### src/rtl/element_addition_cut_vec_pkg.sv
// Shared types, mode constants and the saturating add used by every lane.
package element_addition_cut_pkg;

  typedef enum logic [1:0] {
    S_IDLE,
    S_ACCUM,
    S_OUT
  } state_t;

  localparam int CUT_MODE_CLIP = 0;
  localparam int CUT_MODE_SIGN = 1;

  typedef struct packed {
    logic signed [63:0] value;
    logic               sat;
  } sat_result_t;

  // Add two sign-extended operands and clamp to a signed range of 'width' bits.
  function automatic sat_result_t sat_add(input logic signed [63:0] a,
                                          input logic signed [63:0] b,
                                          input int unsigned        width);
    sat_result_t        r;
    logic signed [63:0] sum;
    logic signed [63:0] max_v;
    logic signed [63:0] min_v;
    sum     = a + b;
    max_v   = (64'sd1 <<< (width - 1)) - 64'sd1;
    min_v   = -max_v - 64'sd1;
    r.value = sum;
    r.sat   = 1'b0;
    if (sum > max_v) begin
      r.value = max_v;
      r.sat   = 1'b1;
    end else if (sum < min_v) begin
      r.value = min_v;
      r.sat   = 1'b1;
    end
    return r;
  endfunction

endpackage

### src/rtl/element_addition_cut_vec_if.sv
// Framed input stream and valid/ready result port of the bundler.
interface element_addition_cut_vec_if #(
  parameter int LANES       = 8,
  parameter int DATA_WIDTH  = 8,
  parameter int COUNT_WIDTH = 16
);
  logic                        in_valid;
  logic                        in_first;
  logic                        in_last;
  logic [LANES*DATA_WIDTH-1:0] in_data;
  logic                        in_ready;
  logic                        out_valid;
  logic                        out_ready;
  logic [LANES*DATA_WIDTH-1:0] out_data;
  logic [COUNT_WIDTH-1:0]      out_count;
  logic                        sat_flag;
  logic                        frame_err;

  modport master (
    output in_valid, in_first, in_last, in_data, out_ready,
    input  in_ready, out_valid, out_data, out_count, sat_flag, frame_err
  );

  modport slave (
    input  in_valid, in_first, in_last, in_data, out_ready,
    output in_ready, out_valid, out_data, out_count, sat_flag, frame_err
  );
endinterface

### src/rtl/element_addition_cut_vec_lane.sv
// One lane: saturating accumulator plus the clip / sign cut of its next value.
module bipolar_sat_accum_lane
  import element_addition_cut_pkg::*;
#(
  parameter int DATA_WIDTH = 8,
  parameter int ACC_WIDTH  = 16,
  parameter int CUT        = 1,
  parameter int MODE       = CUT_MODE_CLIP,
  parameter int TIE_POS    = 1
) (
  input  logic                         clk,
  input  logic                         reset,
  input  logic                         load,
  input  logic                         accum,
  input  logic signed [DATA_WIDTH-1:0] data,
  output logic signed [DATA_WIDTH-1:0] cut_data,
  output logic                         sat
);

  localparam logic signed [63:0]           CUT_W = 64'(CUT);
  localparam logic signed [DATA_WIDTH-1:0] CUT_D = DATA_WIDTH'(CUT);
  localparam logic signed [DATA_WIDTH-1:0] ONE_D = DATA_WIDTH'(1);

  logic signed [ACC_WIDTH-1:0] acc;
  logic signed [63:0]          acc_wide;
  sat_result_t                 add_res;

  // Next accumulator value: reload on frame start, saturating add on other beats.
  always_comb begin
    // NOTE: defaults come first so every path assigns every output and no latch is inferred.
    add_res  = sat_add(64'(acc), 64'(data), ACC_WIDTH);
    acc_wide = 64'(acc);
    sat      = 1'b0;
    if (load) begin
      acc_wide = 64'(data);
    end else if (accum) begin
      acc_wide = add_res.value;
      sat      = add_res.sat;
    end
  end

  // Cut the post-beat value so the final beat is already included in the result.
  always_comb begin
    cut_data = acc_wide[DATA_WIDTH-1:0];
    if (MODE == CUT_MODE_SIGN) begin
      if (acc_wide > 64'sd0)      cut_data = ONE_D;
      else if (acc_wide < 64'sd0) cut_data = -ONE_D;
      else                        cut_data = (TIE_POS != 0) ? ONE_D : -ONE_D;
    end else begin
      if (acc_wide > CUT_W)       cut_data = CUT_D;
      else if (acc_wide < -CUT_W) cut_data = -CUT_D;
    end
  end

  // Accumulator register; a reset mid-frame drops the partial sum.
  always_ff @(posedge clk) begin
    // NOTE: non-blocking assignments so every register samples pre-edge values.
    if (reset) acc <= '0;
    else       acc <= acc_wide[ACC_WIDTH-1:0];
  end

endmodule

### src/rtl/element_addition_cut_vec.sv
// Multi-lane saturating bundler: accumulates a framed stream, emits a cut chunk per frame.
module element_addition_cut_vec
  import element_addition_cut_pkg::*;
#(
  parameter int LANES       = 8,
  parameter int DATA_WIDTH  = 8,
  parameter int ACC_WIDTH   = 16,
  parameter int CUT         = 1,
  parameter int MODE        = CUT_MODE_CLIP,
  parameter int TIE_POS     = 1,
  parameter int COUNT_WIDTH = 16
) (
  input logic                      clk,
  input logic                      reset,
  element_addition_cut_vec_if.slave bus
);

  state_t                      state;
  state_t                      state_next;
  logic                        accept;
  logic                        load;
  logic                        accum;
  logic [LANES-1:0]            lane_sat;
  logic [LANES*DATA_WIDTH-1:0] cut_bus;
  logic [LANES*DATA_WIDTH-1:0] out_data_r;
  logic [COUNT_WIDTH-1:0]      count;
  logic                        sat_flag_r;
  logic                        frame_err_r;

  assign bus.in_ready  = !reset && (state == S_IDLE || state == S_ACCUM);
  assign accept        = bus.in_valid && bus.in_ready;
  assign bus.out_valid = (state == S_OUT);
  assign bus.out_data  = out_data_r;
  assign bus.out_count = count;
  assign bus.sat_flag  = sat_flag_r;
  assign bus.frame_err = frame_err_r;

  for (genvar i = 0; i < LANES; i++) begin : g_lane
    bipolar_sat_accum_lane #(
      .DATA_WIDTH(DATA_WIDTH),
      .ACC_WIDTH (ACC_WIDTH),
      .CUT       (CUT),
      .MODE      (MODE),
      .TIE_POS   (TIE_POS)
    ) u_lane (
      .clk     (clk),
      .reset   (reset),
      .load    (load),
      .accum   (accum),
      .data    (bus.in_data[i*DATA_WIDTH +: DATA_WIDTH]),
      .cut_data(cut_bus[i*DATA_WIDTH +: DATA_WIDTH]),
      .sat     (lane_sat[i])
    );
  end

  // Next state and lane controls; a first beat inside an open frame restarts it.
  always_comb begin
    state_next = state;
    load       = 1'b0;
    accum      = 1'b0;
    case (state)
      S_IDLE: begin
        if (accept) begin
          load       = 1'b1;
          state_next = bus.in_last ? S_OUT : S_ACCUM;
        end
      end
      S_ACCUM: begin
        if (accept) begin
          load       = bus.in_first;
          accum      = !bus.in_first;
          state_next = bus.in_last ? S_OUT : S_ACCUM;
        end
      end
      S_OUT: begin
        if (bus.out_ready) state_next = S_IDLE;
      end
      default: state_next = S_IDLE;
    endcase
  end

  // State register.
  always_ff @(posedge clk) begin
    if (reset) state <= S_IDLE;
    else       state <= state_next;
  end

  // Beat counter, sticky saturation flag, restart pulse and result capture.
  always_ff @(posedge clk) begin
    if (reset) begin
      out_data_r  <= '0;
      count       <= '0;
      sat_flag_r  <= 1'b0;
      frame_err_r <= 1'b0;
    end else begin
      frame_err_r <= accept && (state == S_ACCUM) && bus.in_first;
      if (accept) begin
        if (load)        count <= COUNT_WIDTH'(1);
        else if (!(&count)) count <= count + COUNT_WIDTH'(1);
        sat_flag_r <= load ? 1'b0 : (sat_flag_r | (|lane_sat));
        if (bus.in_last) out_data_r <= cut_bus;
      end
    end
  end

endmodule

### src/flat_wrapper.sv
// flat-port wrapper written by rule: the top's interface ports become plain ports
module element_addition_cut_vec_flat import element_addition_cut_pkg::*;
#(
  parameter int LANES       = 8,
  parameter int DATA_WIDTH  = 8,
  parameter int ACC_WIDTH   = 16,
  parameter int CUT         = 1,
  parameter int MODE        = CUT_MODE_CLIP,
  parameter int TIE_POS     = 1,
  parameter int COUNT_WIDTH = 16
)
  (clk, reset, bus_in_valid, bus_in_first, bus_in_last, bus_in_data, bus_out_ready, bus_in_ready, bus_out_valid, bus_out_data, bus_out_count, bus_sat_flag, bus_frame_err);
  element_addition_cut_vec_if #(.LANES(LANES), .DATA_WIDTH(DATA_WIDTH), .COUNT_WIDTH(COUNT_WIDTH)) bus_i ();
  input logic clk;
  input logic reset;
  input wire logic [$bits(bus_i.in_valid)-1:0] bus_in_valid;
  input wire logic [$bits(bus_i.in_first)-1:0] bus_in_first;
  input wire logic [$bits(bus_i.in_last)-1:0] bus_in_last;
  input wire logic [$bits(bus_i.in_data)-1:0] bus_in_data;
  input wire logic [$bits(bus_i.out_ready)-1:0] bus_out_ready;
  output wire logic [$bits(bus_i.in_ready)-1:0] bus_in_ready;
  output wire logic [$bits(bus_i.out_valid)-1:0] bus_out_valid;
  output wire logic [$bits(bus_i.out_data)-1:0] bus_out_data;
  output wire logic [$bits(bus_i.out_count)-1:0] bus_out_count;
  output wire logic [$bits(bus_i.sat_flag)-1:0] bus_sat_flag;
  output wire logic [$bits(bus_i.frame_err)-1:0] bus_frame_err;
  assign bus_i.in_valid = bus_in_valid;
  assign bus_i.in_first = bus_in_first;
  assign bus_i.in_last = bus_in_last;
  assign bus_i.in_data = bus_in_data;
  assign bus_i.out_ready = bus_out_ready;
  assign bus_in_ready = bus_i.in_ready;
  assign bus_out_valid = bus_i.out_valid;
  assign bus_out_data = bus_i.out_data;
  assign bus_out_count = bus_i.out_count;
  assign bus_sat_flag = bus_i.sat_flag;
  assign bus_frame_err = bus_i.frame_err;
  element_addition_cut_vec #(.LANES(LANES), .DATA_WIDTH(DATA_WIDTH), .ACC_WIDTH(ACC_WIDTH), .CUT(CUT), .MODE(MODE), .TIE_POS(TIE_POS), .COUNT_WIDTH(COUNT_WIDTH)) u_core (.clk(clk), .reset(reset), .bus(bus_i));
endmodule
### config.mk
export PLATFORM = sky130hd
export DESIGN_NAME = element_addition_cut_vec_flat
export DESIGN_NICKNAME = d
export VERILOG_FILES = /design/src/rtl/element_addition_cut_vec_pkg.sv /design/src/rtl/element_addition_cut_vec_if.sv /design/src/rtl/element_addition_cut_vec_lane.sv /design/src/rtl/element_addition_cut_vec.sv /design/src/flat_wrapper.sv
export SDC_FILE = /design/constraint.sdc
export NUM_CORES = 1
export LEC_CHECK = 0
export CORE_MARGIN = 1
export CORE_UTILIZATION = 30
export DETAILED_ROUTE_END_ITERATION = 6
export DONT_BUFFER_PORTS = 1
export PLACE_DENSITY = 0.56
export SYNTH_ARGS = -nofsm -noshare
export SYNTH_HDL_FRONTEND = slang
export SYNTH_SLANG_ARGS = --single-unit
export TNS_END_PERCENT = 1
### constraint.sdc
create_clock -name clk -period 8.86 [get_ports clk]
set_input_delay 0.886 -clock clk [delete_from_list [all_inputs] [get_ports clk]]
set_output_delay 0.886 -clock clk [all_outputs]
set_load 0.01 [all_outputs]
Yosys cells after proc, flatten, opt, wreduce, memory -nomap -nowiden
Cells that the tools add are included.
{ "op_classes": {"mux": 76, "bitwise_logic": 1, "reduce_logical": 14, "eq_ne": 5, "n_lt_le_gt_ge": 32, "addsub": 9} }
{ "ops": {"columns": ["op", "n"], "rows": [
  ["$mux W65", 16],
  ["$mux W64", 16],
  ["$gt A64 B16 Y1 const B", 8],
  ["$gt A64 B2 Y1 const B", 8],
  ["$lt A64 B1 Y1 const B", 8],
  ["$lt A64 B16 Y1 const B", 8],
  ["$add A16 B8 Y17", 8],
  ["$mux W8", 16],
  ["$mux W16", 2],
  ["$mux W1", 21],
  ["$add A16 B1 Y16 const B", 1],
  ["$reduce_and A16 Y1", 1],
  ["$reduce_or A8 Y1", 1],
  ["$mux W2", 3],
  ["$reduce_and A2 Y1", 3],
  ["$logic_and A1 B1 Y1", 4],
  ["$ne A2 B1 Y1 const B", 2],
  ["$pmux W2 S2", 1],
  ["$eq A2 B1 Y1 const B", 1],
  ["$eq A2 B2 Y1 const B", 1],
  ["$logic_not A1 Y1", 2],
  ["$logic_not A2 Y1", 1],
  ["$ne A2 B2 Y1 const B", 1],
  ["$pmux W1 S2", 1],
  ["3 further kinds", 3]
]} }
{ "word_totals": {"register_bits": 212, "inputBits": 70, "wordCells": 150} }

Longest topological paths before layout
Gate-level depths: netlist (run 1).
{ "depth": {"depth_word": 11, "mapped_depth": 15} }

Cells and area by module
A second synthesis (run 1) with hierarchy kept.
{ "hier_totals": {"hier_cells": 2190, "hier_area_um2": 17172.7} }
{ "modules_own_cells": {"columns": ["mod", "area_each_um2", "cells_each", "seq_area_each_um2", "n_inst"], "rows": [
  ["bipolar_sat_accum_lane (u_core.g_lane[1].u_lane ...)", 1722.9, 221, 320.3, 7],
  ["element_addition_cut_vec", 3229.3, 401, 1681.6, 1],
  ["bipolar_sat_accum_lane (u_core.g_lane[0].u_lane)", 1883.1, 242, 320.3, 1]
]} }

Worst setup path after synthesis (run 1)
No wires, ideal clock.
{ "synth_timing": {"path_type": "input to register", "startpoint": "in bus_in_data[23]", "endpoint": "reg u_core.out_data_r[16], in the netlist u_core.bus.out_data[16]", "stages": 13, "setup_slack_ns": 4.957, "setup_ns": 0.137, "arrival_ns": 3.767, "cell_sequence": "ha_1 a21o_1 a211oi_2 o21ai_1 o32a_1 mux2_4 or2_1 buf_2 maj3_2 a221oi_2 o2111ai_1 nor4_1 a31oi_1"} }
{ "synth_between": {"elab_chain_len": 9, "word_cells_on_any_way": 11, "classes_between": "add/sub (1); order compare (4); mux (6)"} }
{ "synth_lines": {"columns": ["element", "line", "source"], "rows": [
  ["from (decl)", "flat_wrapper.sv:19", "input wire logic [$bits(bus_i.in_data)-1:0] bus_in_data;"],
  ["$add A16 B8 Y17", "element_addition_cut_vec_pkg.sv:26", "sum = a + b;"],
  ["$lt A64 B16 Y1", "element_addition_cut_vec_pkg.sv:34", "end else if (sum < min_v) begin"],
  ["$mux W65", "element_addition_cut_vec_pkg.sv:34", null],
  ["$mux W65", "element_addition_cut_vec_pkg.sv:31", "if (sum > max_v) begin"],
  ["$mux W64", "element_addition_cut_vec_lane.sv:36", "end else if (accum) begin"],
  ["$mux W64 (*)", "element_addition_cut_vec_lane.sv:34", "if (load) begin"],
  ["$lt A64 B1 Y1", "element_addition_cut_vec_lane.sv:51", "else if (acc_wide < -CUT_W) cut_data = -CUT_D;"],
  ["$mux W8", "element_addition_cut_vec_lane.sv:51", null],
  ["$mux W8 (*)", "element_addition_cut_vec_lane.sv:50", "if (acc_wide > CUT_W) cut_data = CUT_D;"],
  ["to (signal assigned)", "element_addition_cut_vec.sv:101", "if (bus.in_last) out_data_r <= cut_bus;"],
  ["to (decl)", "element_addition_cut_vec.sv:25", "logic [LANES*DATA_WIDTH-1:0] out_data_r;"]
]} }
Mark *: on every way between the ends. The rest lies on a longest branch, timed or not.
A chain may end at the register's enable or synchronous reset.

Worst setup path after layout (run 1)
{ "layout_timing": {"startpoint": "reg u_core.g_lane[0].u_lane.acc[1]", "endpoint": "reg u_core.sat_flag_r, in the netlist u_core.bus.sat_flag"} }
{ "layout_between": {"elab_chain_len": 9, "word_cells_on_any_way": 10, "classes_between": "add/sub (1); order compare (2); mux (5); bitwise (1); reduce/logical (1)"} }
{ "layout_lines": {"columns": ["element", "line", "source"], "rows": [
  ["from (decl)", "element_addition_cut_vec_lane.sv:24", "logic signed [ACC_WIDTH-1:0] acc;"],
  ["from (signal assigned)", "element_addition_cut_vec_lane.sv:59", "else acc <= acc_wide[ACC_WIDTH-1:0];"],
  ["$add A16 B8 Y17 (*)", "element_addition_cut_vec_pkg.sv:26", null],
  ["$lt A64 B16 Y1", "element_addition_cut_vec_pkg.sv:34", null],
  ["$mux W65", "element_addition_cut_vec_pkg.sv:34", null],
  ["$mux W65 (*)", "element_addition_cut_vec_pkg.sv:31", null],
  ["$mux W1 (*)", "element_addition_cut_vec_lane.sv:36", null],
  ["$mux W1 (*)", "element_addition_cut_vec_lane.sv:34", null],
  ["$reduce_or A8 Y1 (*)", "element_addition_cut_vec.sv:100", "sat_flag_r <= load ? 1'b0 : (sat_flag_r | (|lane_sat));"],
  ["$or A1 B1 Y1 (*)", "element_addition_cut_vec.sv:100", null],
  ["$mux W1 (*)", "element_addition_cut_vec.sv:100", null],
  ["to (signal assigned)", "element_addition_cut_vec.sv:100", null],
  ["to (decl)", "element_addition_cut_vec.sv:27", "logic sat_flag_r;"]
]} }
Marked as above.

==> results.sh, run 1 <==
export IMPL_fin_ws_ns=4.690
export IMPL_syn_inst=1949
export IMPL_crit_path_start_kind="flop"
export IMPL_p_leak_nw=6.966
export IMPL_tightestPinTransition_ns=1.086
export IMPL_synthFlopType="dfxtp_1"
export IMPL_hold_path_class="in2reg"
export IMPL_grt_pass1_wl_um=76820
export IMPL_holdBufCountCts=0
export IMPL_vias_per_cell=5.583
export IMPL_drc=0
export IMPL_setup_tns_ns=0
export IMPL_fin_crit_sh_pct=47.06
export IMPL_grt_pass1_vias=14140
export IMPL_grt_max_degree=150
export IMPL_clkSlewWorstSetupHoldPaths_ns=0.06
export IMPL_avgSynthCellArea_um2=7.846
export IMPL_async_flop_share_pct=0
export IMPL_n_antenna_cell=0
export IMPL_core_area_mm2=0.05017
export IMPL_slew_headroom_pct=27.62
export IMPL_routed_wl_um=48140
export IMPL_final_common_cell="dfxtp_1"
export IMPL_track_usage_pct=18.02
export IMPL_cts_tree="done"
export IMPL_clock_latency_ns=0.57
export IMPL_portBuffers=0
export IMPL_seq_area_mm2=0.004244
export IMPL_antenna_found_initial=0
export IMPL_max_freq_ghz=0.2398
export IMPL_hpwl_um=33980
export IMPL_place_ws_ns=4.094
export IMPL_drive_above_1_share_pct=4.938
export IMPL_htreeDepth=1
export IMPL_post_cts_resize_count=0
export IMPL_path_class="reg2reg"
export IMPL_nNetsFinal=2110
export IMPL_final_cells=2596
export IMPL_io_pins=154
export IMPL_overflow=0
export IMPL_cts_max_path_buffers=3
export IMPL_holdWs_ns=0.3983
export IMPL_clock_root_buffer="clkbuf_16"
export IMPL_die_w_um=227.8
export IMPL_p_per_area_mw_per_mm2=180.3
export IMPL_peakVddDrop_uv=130.5
export IMPL_die_h_um=227.8
export IMPL_drt_pass1_iterations=6
export IMPL_synth_edff_count=0
export IMPL_rows=82
export IMPL_report_final_slew_viol_count=0
export IMPL_netlist_cell_type_count=80
export IMPL_status="completed"
export IMPL_numCtsBuffers=28
export IMPL_ys_warn_count=0
export IMPL_hold_viol=0
export IMPL_cts_setup_buffers=0
export IMPL_crit_path_start="u_core.g_lane[0].u_lane.acc[1]"
export IMPL_fillers=5202
export IMPL_finalSetupViolations=0
export IMPL_arrival_ns=4.59
export IMPL_crit_fanout=11
export IMPL_area_growth_syn_to_layout_pct=11.12
export IMPL_seq_area_frac_synth_pct=27.76
export IMPL_drt_wirelength_per_cell_um=18.55
export IMPL_synth_net_count=2156
export IMPL_antenna_left=0
export IMPL_syn_area_mm2=0.01529
export IMPL_multiInputGateArea_mm2=0.01053
export IMPL_r2r_start="u_core.g_lane[0].u_lane.acc[1]"
export IMPL_rsz0062_at_grt="no"
export IMPL_dieArea_mm2=0.05188
export IMPL_dp_cells=2545
export IMPL_final_cell_mix="dfxtp_1, nor2_1, a21oi_1, nand2_1, ha_1"
export IMPL_finalClockSkew_ns=0.01640
export IMPL_cp_end_kind="flop"
export IMPL_fin_crit_ns=4.170
export IMPL_p_total_mw=3.063
export IMPL_dr_total_vias=14490
export IMPL_cts_sinks=212
export IMPL_initial_utilization_pct=30.48
export IMPL_dr_first_iter_drc_count=1039
export IMPL_synth_seq_cells=212
export IMPL_gp_congestion=0.8708
export IMPL_hold_start="reset"
export IMPL_cap_violations=0
export IMPL_crit_required_ns=9.28
-- synth_stat cells, drive strengths merged (13+ instances only) --
cell    number  area (um2)
a211oi      44       335.3
a21o        59       442.9
a21oi      203        1016
a221oi      21       190.2
a31oi       32       200.2
and2        14       87.59
and3        30       187.7
clkbuf      76       285.3
dfxtp      212        4244
ha         129        1614
inv         60       225.2
nand2      165       619.3
nand2b      27       168.9
nand3       50       250.2
nand4       14       87.58
nor2       208       780.8
nor2b       30       187.7
nor3        35       180.2
nor4        14       87.58
o211ai      14       105.1
o21a        72       540.5
o21ai      106       530.5
o21bai      13       97.59
or3         18       112.6
xnor2       61       534.3
xor2        43       376.6
-- power breakdown --
part,internal [mW],switching [mW],leakage [nW],total [mW]
Sequential,1.01,0.0433,1.73,1.05
Combinational,0.290,0.427,4.72,0.718
Clock,0.825,0.468,0.510,1.29
Total,2.12,0.939,6.97,3.06
-- critical path: stages (launching register included) --
cell and delay [ns]:
dfxtp_1 0.38, ha_1 0.26, a211oi_1 0.27, o21ai_0 0.23, a211oi_1 0.41, o41ai_1 0.14, xnor2_1 0.78, xor2_1 0.31
nand4b_1 0.18, nor4b_1 0.70, and4_1 0.29, o22ai_1 0.07
-- logic make-up (layout without fill, tap and decap cells) --
| family | count (synthesis) | after routing | share of synthesized area (%) |
|---|---|---|---|
| muxes | 5 | 5 | 0.3927 |
| xor gates and xnor gates | 104 | 104 | 5.957 |
| and+or+nand+nor | 644 | 644 | 20.02 |
| buffers and inverters | 146 | 121 | 3.600 |
| DFF | 212 | 212 | 27.76 |
| AOI/OAI and AO/OA | 690 | 690 | 29.94 |
| adders and majority gates | 148 | 148 | 12.33 |
-- state kept, by name, summed over array words and instances, names as in the netlist --
signal / cells
u_core.bus.frame_err: 1
u_core.bus.out_data: 64
u_core.bus.out_count: 16
u_core.bus.sat_flag: 1
u_core.g_lane.u_lane.acc: 128
u_core.state: 2
-- layer usage --
layer | GRT usage (%) | vias up | wire [um]
met2 | 29.26 | 458 | 21510
met5 | 0 | - | 0
met1 | 23.66 | 6843 | 21720
met3 | 4.475 | 70 | 3804
met4 | 4.645 | 0 | 1103
li1 | - | 7123 | -
-- metrics by stage --
stage | utilization (%) | cell area [um2]
global route | 33.87 | 16990
global placement | 31.75 | 15930
finish | 33.87 | 16990
CTS | 33.87 | 16990
floorplan | - | 15290
detailed placement | 31.75 | 15930
-- final timing paths --
path                            cells past startpoint  slack [ns]                         endpoint
worst min-delay path                                1        0.40   u_core.g_lane[2].u_lane.acc[5]
worst min register to register                      2        0.46  u_core.g_lane[5].u_lane.acc[15]
worst max-delay path                               11        4.69              u_core.bus.sat_flag
worst max register to register                     11        4.69              u_core.bus.sat_flag
-- area by class of cell --
cell class	count	area share [%]
sequential	212	24.98
timing repair buffer	10	0.5155
inverter	60	1.325
tap	672	4.948
multi-input combinational	1591	62.00
clock inverter	14	1.377
clock buffer	37	4.860
Note: power is estimated with default switching activity, not from simulation.
==> run 2, diff against run 1 <==
Settings changed: PLACE_DENSITY 0.56 to 0.57.
Clock period 8.86 ns to 3.79 ns, I/O delays scaled along.
==> run 2 against run 1 <==
Net effect: the flow now finishes with violations (DRC); largest power group unchanged; highest routed layer unchanged; combinational power grew to 2.6 times the previous value; clock power grew 110%; first-iteration DRC count grew 7.3%; largest cell class unchanged; power grew 130%; critical path depth is the same; maximum frequency grew 14%; clock skew shrank 0.0013 ns; critical endpoint is now u_core.g_lane[1].u_lane.acc[3]; via count grew 4.5%.
==> results.sh, run 2 (synthesis gave the netlist of run 1 again) <==
export IMPL_status="finished with violations"
export IMPL_violations="DRC"
export IMPL_clock_latency_ns=0.56
export IMPL_largest_reg_flops=128
export IMPL_nNetsFinal=2200
export IMPL_final_util_pct=35.65
export IMPL_cap_violations=0
export IMPL_cp_top_family="compound AO/OA/AOI/OAI gates"
export IMPL_max_freq_ghz=0.2724
export IMPL_dr_first_iter_drc_count=1115
export IMPL_holdWs_ns=0.03745
export IMPL_final_common_cell="dfxtp_1"
export IMPL_grt_pass1_vias=14890
export IMPL_setup_tns_ns=0
export IMPL_finalClockSkew_ns=0.01509
export IMPL_cts_max_path_buffers=3
export IMPL_io_pins=154
export IMPL_slew_headroom_pct=37.42
export IMPL_fin_crit_sh_pct=96.87
export IMPL_critPathMaxStageDelay_ns=0.57
export IMPL_crit_path_start_kind="flop"
export IMPL_drt_wirelength_per_cell_um=19.19
export IMPL_htreeDepth=1
export IMPL_numCtsBuffers=28
export IMPL_critPathBufInv=1
export IMPL_die_h_um=227.8
export IMPL_n_antenna_cell=0
export IMPL_clkSlewWorstSetupHoldPaths_ns=0.06
export IMPL_cp_common_cell="a21o_1"
export IMPL_area_growth_syn_to_layout_pct=16.96
export IMPL_p_per_area_mw_per_mm2=397.4
export IMPL_die_w_um=227.8
export IMPL_fin_crit_ns=3.672
export IMPL_crit_fanout=4
export IMPL_drive_above_1_share_pct=8.739
export IMPL_clock_root_buffer="clkbuf_16"
export IMPL_antenna_found_initial=2
export IMPL_routed_wl_um=51550
export IMPL_finalSetupViolations=0
export IMPL_tightestPinTransition_ns=0.9352
export IMPL_drc=3
export IMPL_core_area_mm2=0.05017
export IMPL_path_class="reg2reg"
export IMPL_rsz0062_at_grt="yes"
export IMPL_overflow=0
export IMPL_hold_path_class="in2reg"
export IMPL_peakVddDrop_uv=330.1
export IMPL_hpwl_um=35910
export IMPL_fillers=5199
export IMPL_gp_congestion=0.8917
export IMPL_dieArea_mm2=0.05188
export IMPL_portBuffers=0
export IMPL_hold_viol=0
export IMPL_initial_utilization_pct=30.48
export IMPL_rows=82
export IMPL_grt_pass1_wl_um=80740
export IMPL_arrival_ns=4.12
export IMPL_final_cell_mix="dfxtp_1, nor2_1, a21oi_1, nand2_1, ha_1"
export IMPL_largest_register="u_core.g_lane.u_lane.acc"
export IMPL_dr_total_vias=15150
export IMPL_cts_sinks=212
export IMPL_grt_max_degree=105
export IMPL_crit_required_ns=4.24
export IMPL_p_total_mw=7.108
export IMPL_crit_path_top_delay_cell="o31ai_1"
export IMPL_cp_end_kind="flop"
export IMPL_cts_tree="done"
export IMPL_p_leak_nw=7.455
export IMPL_worstPathCellList="ha_1 > a21o_1 > a21o_1 > a311oi_1 > a2111o_1 > a31oi_1 > or2_2 > and2_1 > o31ai_1 > nor2_1 > dlygate4sd3_1"
export IMPL_vias_per_cell=5.641
export IMPL_track_usage_pct=19.04
export IMPL_drt_pass1_iterations=7
export IMPL_report_final_slew_viol_count=0
export IMPL_antenna_left=0
[run 2: changes by cell type in the layout (fill, tap and decap cells not counted), sizes merged]
| cell | before | now |
|---|---|---|
| buf | 10 | 60 |
| inv | 60 | 68 |
| clkinvlp | 4 | 1 |
| dlygate4sd3 | 0 | 40 |
| bufinv | 6 | 1 |
[run 2: path summary, 6_finish.rpt]
kind                                           to  cells past startpoint  slack [ns]                       startpoint
setup / recovery   u_core.g_lane[1].u_lane.acc[3]                     11        0.12   u_core.g_lane[1].u_lane.acc[1]
hold / removal                    u_core.state[1]                      2        0.04                    bus_out_ready
setup reg to reg   u_core.g_lane[1].u_lane.acc[3]                     11        0.12   u_core.g_lane[1].u_lane.acc[1]
hold reg to reg   u_core.g_lane[6].u_lane.acc[15]                      2        0.46  u_core.g_lane[6].u_lane.acc[15]
[run 2: timing repair]
action	in CTS	in global routing
hold buffers	41	0
gates cloned	0	0
buffers inserted	0	1
hold endpoints to repair	137	0
endpoints found under the setup margin	1	26
pin swaps	0	2
resized for setup	1	36
[run 2: layer usage]
metal / GRT usage [%] / routed length [um] / up-vias
li1: - / - / 7300
met1: 25.41 / 23780 / 7279
met2: 31.09 / 23170 / 475
met3: 3.537 / 3326 / 99
met4: 5.448 / 1266 / 0
met5: 0 / 0 / -
[run 2: final cells by class]
class,instances,area [um2],area share [%]
repair buffers,100,920.9,5.149
flip-flops and latches,212,4244,23.73
well taps,672,840.8,4.701
clock inverters,14,137.6,0.7696
clock buffers,37,825.8,4.617
multi-input cells,1591,10690,59.77
inverters,60,225.2,1.259
[run 2: worst reg2reg max path, cell delays in order (launching register included)]
cell           delay, ns
dfxtp_1             0.32
ha_1                0.28
a21o_1              0.18
a21o_1              0.19
a311oi_1            0.36
a2111o_1            0.22
a31oi_1             0.14
or2_2               0.38
and2_1              0.25
o31ai_1             0.57
nor2_1              0.08
dlygate4sd3_1       0.57
[run 2: where the power goes]
group	total, mW	internal [mW]	switching, mW
combinational	1.88	0.790	1.09
clock	2.77	1.62	1.15
sequential	2.46	2.36	0.101
[run 2: metrics by stage]
| stage | instances | area, um2 | setup slack (ns) |
|---|---|---|---|
| 6_report | 2686 | 17880 | 0.1185 |
| 3_3_place_gp | 2593 | 16330 | -0.05807 |
| 5_1_grt | 2686 | 17880 | -0.07036 |
| 4_1_cts | 2685 | 17730 | 0.00003553 |
| 2_1_floorplan | 1949 | 15290 | 0.3937 |
| 3_5_place_dp | 2593 | 16330 | -0.08324 |
==> run 3, diff against run 2 <==
Settings changed: CORE_MARGIN 1 to unset, RECOVER_POWER set to 50.
==> run 3 against run 2 <==
Net effect: the run now ends clean; register-to-register slack hardly changed; maximum frequency shrank 0.39%; design area is 0.13% lower; global-route usage unchanged; sequential power barely moved; worst hold slack got worse by 0.0044 ns.
==> results.sh, run 3 (synthesis gave the netlist of run 1 again) <==
export IMPL_vias_per_cell=5.662
export IMPL_area_growth_syn_to_layout_pct=16.82
export IMPL_cap_violations=0
export IMPL_hold_path_class="in2reg"
export IMPL_rsz0062_at_grt="yes"
export IMPL_dieArea_mm2=0.05188
export IMPL_fillers=5205
export IMPL_crit_path_start_kind="flop"
export IMPL_io_pins=154
export IMPL_gp_congestion=0.8917
export IMPL_crit_required_ns=4.21
export IMPL_clkPwrFrac_pct=39.0
export IMPL_power_frac_seq_pct=34.6
export IMPL_fin_ws_ns=0.1043
export IMPL_hold_viol=0
export IMPL_grt_pass1_vias=14890
export IMPL_switching_share_pct=32.88
export IMPL_internal_power_mw=4.765
export IMPL_track_usage_pct=19.04
export IMPL_antenna_found_initial=2
export IMPL_drt_pass1_iterations=7
export IMPL_dpl_cell_area_mm2=0.01633
export IMPL_clock_latency_ns=0.56
export IMPL_path_class="reg2reg"
export IMPL_drc=0
export IMPL_drive_above_1_share_pct=8.391
export IMPL_cp_top_family="compound AO/OA/AOI/OAI gates"
export IMPL_clkSlewWorstSetupHoldPaths_ns=0.06
export IMPL_peakVddDrop_uv=330.1
export IMPL_final_cells=2686
export IMPL_nNetsFinal=2200
export IMPL_critPathBufInv=0
export IMPL_critPathMaxStageDelay_ns=0.50
export IMPL_finalClockSkew_ns=0.01129
export IMPL_tightestPinTransition_ns=0.9354
export IMPL_p_per_area_mw_per_mm2=397.5
export IMPL_initial_utilization_pct=30.48
export IMPL_arrival_ns=4.10
export IMPL_core_area_mm2=0.05017
export IMPL_finish_instance_area_mm2=0.01786
export IMPL_place_ws_ns=-0.08324
export IMPL_crit_fanout=9
export IMPL_pwr_share_comb_pct=26.4
export IMPL_cp_common_cell="a211oi_1"
export IMPL_rows=82
export IMPL_crit_path_top_delay_cell="or4_1"
export IMPL_hpwl_um=35910
export IMPL_numCtsBuffers=28
export IMPL_worstPathCellList="ha_1 > a211oi_1 > o21bai_1 > o41ai_2 > a21oi_1 > or3_1 > a21o_1 > a311oi_2 > nand2_1 > or4_1 > nor4_1 > a211oi_1"
export IMPL_max_freq_ghz=0.2713
export IMPL_dr_first_iter_drc_count=1140
export IMPL_portBuffers=0
export IMPL_slew_headroom_pct=37.41
export IMPL_n_antenna_cell=0
export IMPL_final_cell_mix="dfxtp_1, nor2_1, a21oi_1, nand2_1, ha_1"
export IMPL_cts_tree="done"
export IMPL_status="completed"
export IMPL_report_final_slew_viol_count=0
export IMPL_cts_max_path_buffers=3
export IMPL_die_w_um=227.8
export IMPL_fin_crit_ns=3.686
export IMPL_routed_wl_um=51500
export IMPL_drt_wirelength_per_cell_um=19.17
export IMPL_htreeDepth=1
export IMPL_antenna_left=0
export IMPL_p_switching_mw=2.334
export IMPL_dp_cells=2593
export IMPL_finalSetupViolations=0
export IMPL_final_common_cell="dfxtp_1"
export IMPL_largest_reg_flops=128
export IMPL_cts_sinks=212
export IMPL_cp_end_kind="flop"
export IMPL_largest_register="u_core.g_lane.u_lane.acc"
export IMPL_dr_total_vias=15210
export IMPL_grt_pass1_wl_um=80740
export IMPL_p_leak_nw=7.447
export IMPL_die_h_um=227.8
export IMPL_grt_max_degree=105
export IMPL_clock_root_buffer="clkbuf_16"
export IMPL_overflow=0
export IMPL_fin_crit_sh_pct=97.25
-- run 3: repair_timing --
item                                   in CTS  in global routing
pin swaps                                   0                  2
hold buffers                               41                  0
setup endpoints to repair                   1                 26
endpoints found under the hold margin     137                  0
gates cloned                                0                  0
setup buffers                               0                  1
gates resized for setup                     1                 36
-- run 3: final cells by class --
type	count	area [um2]	area share [%]
well taps	672	840.8	4.707
repair buffers	100	913.4	5.113
inverters	60	225.2	1.261
clock buffers	37	825.8	4.623
clock inverters	14	137.6	0.7705
multi-input cells	1591	10680	59.76
flip-flops and latches	212	4244	23.76
-- run 3: worst paths after layout --
kind | from | endpoint | slack [ns] | cells past startpoint
setup / recovery | u_core.g_lane[7].u_lane.acc[1] | u_core.bus.out_data[56] | 0.10 | 12
hold / removal | bus_out_ready | u_core.state[1] | 0.03 | 2
setup reg to reg | u_core.g_lane[7].u_lane.acc[1] | u_core.bus.out_data[56] | 0.10 | 12
hold reg to reg | u_core.g_lane[6].u_lane.acc[15] | u_core.g_lane[6].u_lane.acc[15] | 0.46 | 2
-- run 3: power groups by stage --
stage | clock (mW) | sequential (mW) | combinational, mW
3_5_place_dp | 0 | 2.50 | 1.75
6_report | 2.77 | 2.46 | 1.87
5_1_grt | 2.92 | 2.47 | 2.06
2_1_floorplan | 0 | 2.48 | 1.32
3_3_place_gp | 0 | 2.50 | 1.72
4_1_cts | 2.86 | 2.46 | 1.83
-- run 3: layer usage --
layer	part of all wire, %	wire length [um]	GRT usage (%)	vias up
met3	6.7	3427	3.537	100
met5	0	0	0	-
met4	2.5	1279	5.448	0
li1	-	-	-	7302
met2	45	23100	31.09	507
met1	46	23700	25.41	7298
-- run 3: metrics by stage --
step	power, mW	hold slack (ns)	utilization, %	TNS [ns]
5_1_grt	7.450	0.02254	35.60	-0.4039
3_5_place_dp	4.250	0.4520	32.55	-0.1607
2_1_floorplan	3.799	0.4299	-	0
4_1_cts	7.137	0.003610	35.33	0
6_report	7.100	0.03309	35.60	0
3_3_place_gp	4.228	0.4485	32.55	-0.05807
